`config.mk`:
```
export PLATFORM = sky130hd
export DESIGN_NAME = obstacle_spawner
export DESIGN_NICKNAME = d
export VERILOG_FILES = /design/src/rtl/obstacle_spawner.sv
export SDC_FILE = /design/constraint.sdc
export NUM_CORES = 1
export LEC_CHECK = 0
export CAP_MARGIN = 20
export CORE_MARGIN = 2
export CORE_UTILIZATION = 53
export CTS_BUF_LIST = sky130_fd_sc_hd__clkbuf_4
export CTS_CLUSTER_DIAMETER = 200
export DETAILED_ROUTE_END_ITERATION = 16
export PLACE_DENSITY = 0.77
export REMOVE_ABC_BUFFERS = 1
export SYNTH_ARGS = -nofsm -noshare
export SYNTH_HDL_FRONTEND = slang
export SYNTH_SLANG_ARGS = --single-unit
```
`constraint.sdc`:
```
create_clock -name clk -period 5 [get_ports clk]
set_clock_uncertainty 0.1 [all_clocks]
set_input_delay 0.5 -clock clk [delete_from_list [all_inputs] [get_ports clk]]
set_output_delay 0.5 -clock clk [all_outputs]
set_load 0.02 [all_outputs]
```
`src/rtl/obstacle_spawner.sv`:
```
// Falling-obstacle game stage: four obstacle slots, LFSR spawn columns,
// player collision and the IDLE/PLAY/OVER round state machine.
module obstacle_spawner #(
  parameter int         BOX_WIDTH    = 30,
  parameter int         BOX_HEIGHT   = 30,
  parameter int         BOX_Y_START  = 315,
  parameter int         OBJ_SIZE     = 20,
  parameter int         FALL_STEP    = 2,
  parameter int         SPAWN_PERIOD = 60,
  parameter int         SCREEN_W     = 640,
  parameter int         SCREEN_H     = 480,
  parameter logic [9:0] LFSR_SEED    = 10'h2A5
) (
  input  logic        clk,
  input  logic        rst,
  input  logic        game_en,
  input  logic        start,
  input  logic [9:0]  player_x,
  output logic [3:0]  obj_valid,
  output logic [39:0] obj_x,
  output logic [39:0] obj_y,
  output logic [15:0] score,
  output logic        playing,
  output logic        game_over
);

  localparam logic [10:0] BOX_W_C     = 11'(BOX_WIDTH);
  localparam logic [10:0] BOX_H_C     = 11'(BOX_HEIGHT);
  localparam logic [10:0] BOX_Y_C     = 11'(BOX_Y_START);
  localparam logic [10:0] OBJ_C       = 11'(OBJ_SIZE);
  localparam logic [10:0] STEP_C      = 11'(FALL_STEP);
  localparam logic [10:0] SCR_H_C     = 11'(SCREEN_H);
  localparam logic [10:0] SPAWN_LIM_C = 11'(SCREEN_W - OBJ_SIZE);
  localparam int          CNT_W       = (SPAWN_PERIOD > 1) ? $clog2(SPAWN_PERIOD) : 1;
  localparam logic [CNT_W-1:0] CNT_LAST = CNT_W'(SPAWN_PERIOD - 1);

  typedef enum logic [1:0] {
    S_IDLE = 2'd0,
    S_PLAY = 2'd1,
    S_OVER = 2'd2
  } state_t;

  state_t           state_q, state_d;
  logic [3:0]       valid_q, valid_d;
  logic [9:0]       x_q [4];
  logic [9:0]       x_d [4];
  logic [9:0]       y_q [4];
  logic [9:0]       y_d [4];
  logic [15:0]      score_q, score_d;
  logic [CNT_W-1:0] cnt_q, cnt_d;
  logic [9:0]       lfsr_q, lfsr_d;
  logic             playing_q, game_over_q;

  logic [3:0]       hit_vec;
  logic             hit;
  logic             free_found;
  logic [1:0]       free_idx;
  logic [10:0]      ny;
  logic [2:0]       retire_cnt;

  function automatic logic [15:0] sat_add(input logic [15:0] a, input logic [2:0] b);
    logic [16:0] s;
    s = {1'b0, a} + {14'd0, b};
    return s[16] ? 16'hFFFF : s[15:0];
  endfunction

  function automatic logic [9:0] lfsr_step(input logic [9:0] l);
    return {l[8:0], l[9] ^ l[6]};
  endfunction

  // Columns past the right edge fold back by 512 so the obstacle stays on screen.
  function automatic logic [9:0] spawn_col(input logic [9:0] l);
    return ({1'b0, l} < SPAWN_LIM_C) ? l : (l - 10'd512);
  endfunction

  // Box overlap on registered slot positions, 11-bit so sums never wrap.
  always_comb begin
    for (int i = 0; i < 4; i++) begin
      hit_vec[i] = valid_q[i]
        && ({1'b0, x_q[i]} < ({1'b0, player_x} + BOX_W_C))
        && (({1'b0, x_q[i]} + OBJ_C) > {1'b0, player_x})
        && ({1'b0, y_q[i]} < (BOX_Y_C + BOX_H_C))
        && (({1'b0, y_q[i]} + OBJ_C) > BOX_Y_C);
    end
    hit = (state_q == S_PLAY) && (|hit_vec);
  end

  // Spawn target is chosen from occupancy before this tick's retirements.
  always_comb begin
    free_found = 1'b0;
    free_idx   = 2'd0;
    for (int i = 3; i >= 0; i--) begin
      if (!valid_q[i]) begin
        free_found = 1'b1;
        free_idx   = 2'(i);
      end
    end
  end

  always_comb begin
    state_d    = state_q;
    valid_d    = valid_q;
    x_d        = x_q;
    y_d        = y_q;
    score_d    = score_q;
    cnt_d      = cnt_q;
    lfsr_d     = lfsr_q;
    ny         = 11'd0;
    retire_cnt = 3'd0;

    case (state_q)
      S_IDLE, S_OVER: begin
        if (start) begin
          state_d = S_PLAY;
          valid_d = 4'd0;
          for (int i = 0; i < 4; i++) begin
            x_d[i] = 10'd0;
            y_d[i] = 10'd0;
          end
          score_d = 16'd0;
          cnt_d   = '0;
        end
      end

      S_PLAY: begin
        if (hit) begin
          state_d = S_OVER;
        end else if (game_en) begin
          for (int i = 0; i < 4; i++) begin
            if (valid_q[i]) begin
              ny = {1'b0, y_q[i]} + STEP_C;
              if (ny >= SCR_H_C) begin
                valid_d[i] = 1'b0;
                y_d[i]     = 10'd0;
                retire_cnt = retire_cnt + 3'd1;
              end else begin
                y_d[i] = ny[9:0];
              end
            end
          end
          score_d = sat_add(score_q, retire_cnt);

          if (cnt_q == CNT_LAST) begin
            cnt_d = '0;
            if (free_found) begin
              valid_d[free_idx] = 1'b1;
              x_d[free_idx]     = spawn_col(lfsr_q);
              y_d[free_idx]     = 10'd0;
              lfsr_d            = lfsr_step(lfsr_q);
            end
          end else begin
            cnt_d = cnt_q + CNT_W'(1);
          end
        end
      end

      default: state_d = S_IDLE;
    endcase
  end

  always_ff @(posedge clk or negedge rst) begin
    if (!rst) begin
      state_q     <= S_IDLE;
      valid_q     <= 4'd0;
      for (int i = 0; i < 4; i++) begin
        x_q[i] <= 10'd0;
        y_q[i] <= 10'd0;
      end
      score_q     <= 16'd0;
      cnt_q       <= '0;
      lfsr_q      <= LFSR_SEED;
      playing_q   <= 1'b0;
      game_over_q <= 1'b0;
    end else begin
      state_q     <= state_d;
      valid_q     <= valid_d;
      for (int i = 0; i < 4; i++) begin
        x_q[i] <= x_d[i];
        y_q[i] <= y_d[i];
      end
      score_q     <= score_d;
      cnt_q       <= cnt_d;
      lfsr_q      <= lfsr_d;
      playing_q   <= (state_d == S_PLAY);
      game_over_q <= (state_d == S_OVER);
    end
  end

  always_comb begin
    for (int i = 0; i < 4; i++) begin
      obj_x[10*i +: 10] = x_q[i];
      obj_y[10*i +: 10] = y_q[i];
    end
  end

  assign obj_valid = valid_q;
  assign score     = score_q;
  assign playing   = playing_q;
  assign game_over = game_over_q;

endmodule

```
==> flow_summary.json <==
{
  "final_util_pct": 66.97,
  "hold_path_class": "reg2reg",
  "fmax_mhz": 206.6,
  "ys_types": 78,
  "cts_inserted_buffers": 17,
  "ys.warnings.count": 0,
  "die_y_um": 136.3,
  "crit_path_frequent_cell": "ha_1",
  "fin_total_pwr_mw": 2.790,
  "finalNonFillerCells": 1444,
  "area_growth_pct": 23.98,
  "grt_max_degree": 63,
  "ir_drop_mv": 0.1122,
  "cp.required_ns": 5.42,
  "wl_mm": 26.60,
  "io_pins": 116,
  "status": "completed",
  "worst_slack_ns": 0.1600,
  "pwr_density_cell_nw_per_um2": 242.5,
  "rsz0062_at_grt": "true",
  "crit_family": "simple AND/OR/NAND/NOR gates",
  "min_from": "lfsr_q[1]",
  "h-tree-depth": 4,
  "final.min_clock_period_ns": 4.840,
  "setup_viol": 0,
  "critPathLaunchType": "register",
  "gr-usage-all-layers_pct": 29.07,
  "ys_seq_area_share_pct": 32.43,
  "placementRows": 48,
  "path_buf_inv": 2,
  "gp_congestion": 0.8971,
  "crit_chain": "ha_1 -> and3_1 -> or3_1 -> o21ai_0 -> a21o_1 -> inv_1 -> ha_1 -> nand2_1 -> o21ai_2 -> ha_1 -> mux2_4 -> ha_4 -> mux2_4 -> inv_2 -> fa_2 -> nor2b_4 -> o2111ai_2 -> nor2_1 -> and3_1 -> nand3_2 -> or2_4 -> o21ai_0 -> a32o_2",
  "root_buffer": "clkbuf_4",
  "grt.overflow.total": 0,
  "maxSlewHeadroom_pct": 24.08,
  "antenna_found_initial": 1,
  "drtPass1Iterations": 8,
  "slowest_stage": "dfrtp_1",
  "critical-path-max-stage-delay_ns": 0.40,
  "cts_tree": "yes",
  "synth_top_area_share_pct": 31.02,
  "initial_core_util_pct": 54.01,
  "grt_pass1_wl_mm": 42.60,
  "drive_gt1_share_pct": 13.38,
  "die_w_um": 136.3,
  "cts_sinks": 120,
  "path_clk_slew_ns": 0.11,
  "synth-edff-count": 0,
  "drc_errors": 0,
  "core_um2": 17180,
  "postSynthCellCount": 1049,
  "dpl.hpwl_mm": 19.69,
  "viasPerCell": 6.220,
  "ys.flop_type": "dfrtp_1",
  "timing.hold.ws_ns": 0.4233,
  "drv_cap": 0,
  "dieArea_um2": 18580,
  "grt_pass1_vias": 8370,
  "clkLatencyLatePin_ns": 0.58,
  "drtIter0Drc": 701,
  "io_buffers": 115,
  "synth_area_um2": 9278,
  "worst_setup_path_end_kind": "register",
  "r2r_start": "obj_y[11]",
  "reg2reg_slack_ns": 0.16,
  "post-route-period-util_pct": 96.80,
  "place_ws_ns": -0.1139,
  "leakagePower_nw": 4.998,
  "dp.cells": 1402,
  "ant_nets": 0,
  "tightest_slew_ns": 1.133,
  "path_max_fanout": 7,
  "crit_start": "obj_y[11]",
  "ys_seq_elements": 120,
  "fin_nets": 1324,
  "maxSlewViolCount": 0,
  "crit_type": "reg2reg",
  "cts_max_path_buffers": 2,
  "vias": 8981,
  "finalHoldViolations": 0,
  "worst_ep_arrival_time_ns": 5.26,
  "synthTopCellsByArea": "dfrtp_1 31%, ha_1 14%, nand2_1 5.1%",
  "avgSynthCellArea_um2": 8.844,
  "ys_async_sr_fraction_pct": 100.0,
  "synth_largest_area_cell": "dfrtp_1",
  "wl_per_cell_um": 18.42
}
[sequential cells by signal, summed over array words and instances (netlist names)]
name	cells
game_over	1
lfsr_q	10
playing	1
obj_x	40
state_q	2
cnt_q	6
score	16
obj_valid	4
obj_y	40
[final timing paths]
| check | endpoint | cells past startpoint |
|---|---|---|
| min in group asynchronous | obj_x[1] | 2 |
| max in group asynchronous | lfsr_q[7] | 3 |
| min reg2reg | obj_x[1] | 1 |
| max reg2reg | score[11] | 23 |
| max | score[11] | 23 |
| min | obj_x[1] | 1 |
[repair_timing]
item / 4_1_cts / 5_1_grt
endpoints found under the hold margin: 56 / 0
hold buffers: 1 / 0
gates resized for setup: 3 / 36
cloned: 0 / 1
setup buffers: 1 / 4
pin swaps: 1 / 20
setup endpoints to repair: 15 / 16
[final cells by class]
class                           instances  area, um^2
Tap cell                              225       281.5
Antenna cell                            1       2.502
Clock inverter                         12       132.6
Sequential cell                       120        3009
Clock buffer                           20       150.1
Fill cell                            1417        5674
Timing Repair Buffer                  189        1738
Multi-Input combinational cell        828        6005
Inverter                               49       183.9
[synthesized netlist by cell type, types with 15 or more instances]
| library cell | n |
|---|---|
| a21oi_1 | 64 |
| nand3_1 | 38 |
| ha_1 | 104 |
| nand4_1 | 21 |
| clkbuf_1 | 32 |
| inv_1 | 49 |
| nor2_1 | 57 |
| o31ai_1 | 16 |
| xnor2_1 | 31 |
| nor3_1 | 17 |
| dfrtp_1 | 115 |
| mux2i_1 | 32 |
| nand2_1 | 127 |
| o211ai_1 | 18 |
| o21ai_0 | 74 |
| xor2_1 | 15 |
[metal layers]
layer / GRT usage [%] / up-vias / share of wire [%] / wire length [um]
met4: 11.28 / 0 / 2.7 / 728
li1: - / 4202 / - / -
met1: 40.31 / 4344 / 44 / 11790
met2: 45.92 / 374 / 46 / 12330
met3: 4.251 / 61 / 6.6 / 1755
met5: 0 / - / 0 / 0
[kinds of logic (layout without fill, tap and decap cells)]
logic type | Yosys count | count (layout) | share of synthesized area, %
simple gates | 331 | 332 | 17.18
compound gates | 301 | 301 | 22.23
flops | 120 | 120 | 32.43
fa+ha+maj | 105 | 105 | 14.24
buf+inv | 102 | 270 | 4.666
xor+xnor | 46 | 46 | 4.343
mux | 44 | 44 | 4.909
other cells | 0 | 1 | 0
[power breakdown]
| group | internal [mW] | switching [mW] | total, mW |
|---|---|---|---|
| Combinational | 0.401 | 0.491 | 0.891 |
| Sequential | 1.05 | 0.110 | 1.16 |
| Clock | 0.353 | 0.381 | 0.734 |
| Total | 1.81 | 0.982 | 2.79 |
[stage by stage]
step           setup TNS (ns)  cell area (um^2)
2_1_floorplan          -6.762              9029
3_3_place_gp                0             10980
3_5_place_dp           -1.501             10990
4_1_cts                     0             11300
5_1_grt                -1.761             11500
6_report                    0             11500
[cells in the final DEF (no fill, tap or decap), types with 37 or more instances in the layout]
master	Yosys	routed
o21ai_0	74	66
nand3_1	38	37
a21oi_1	64	63
ha_1	104	100
dfrtp_1	115	115
clkdlybuf4s50_1	0	114
nor2_1	57	57
nand2_1	127	126
inv_1	49	48
buf_4	5	69
(Power assumes the default switching activity.)
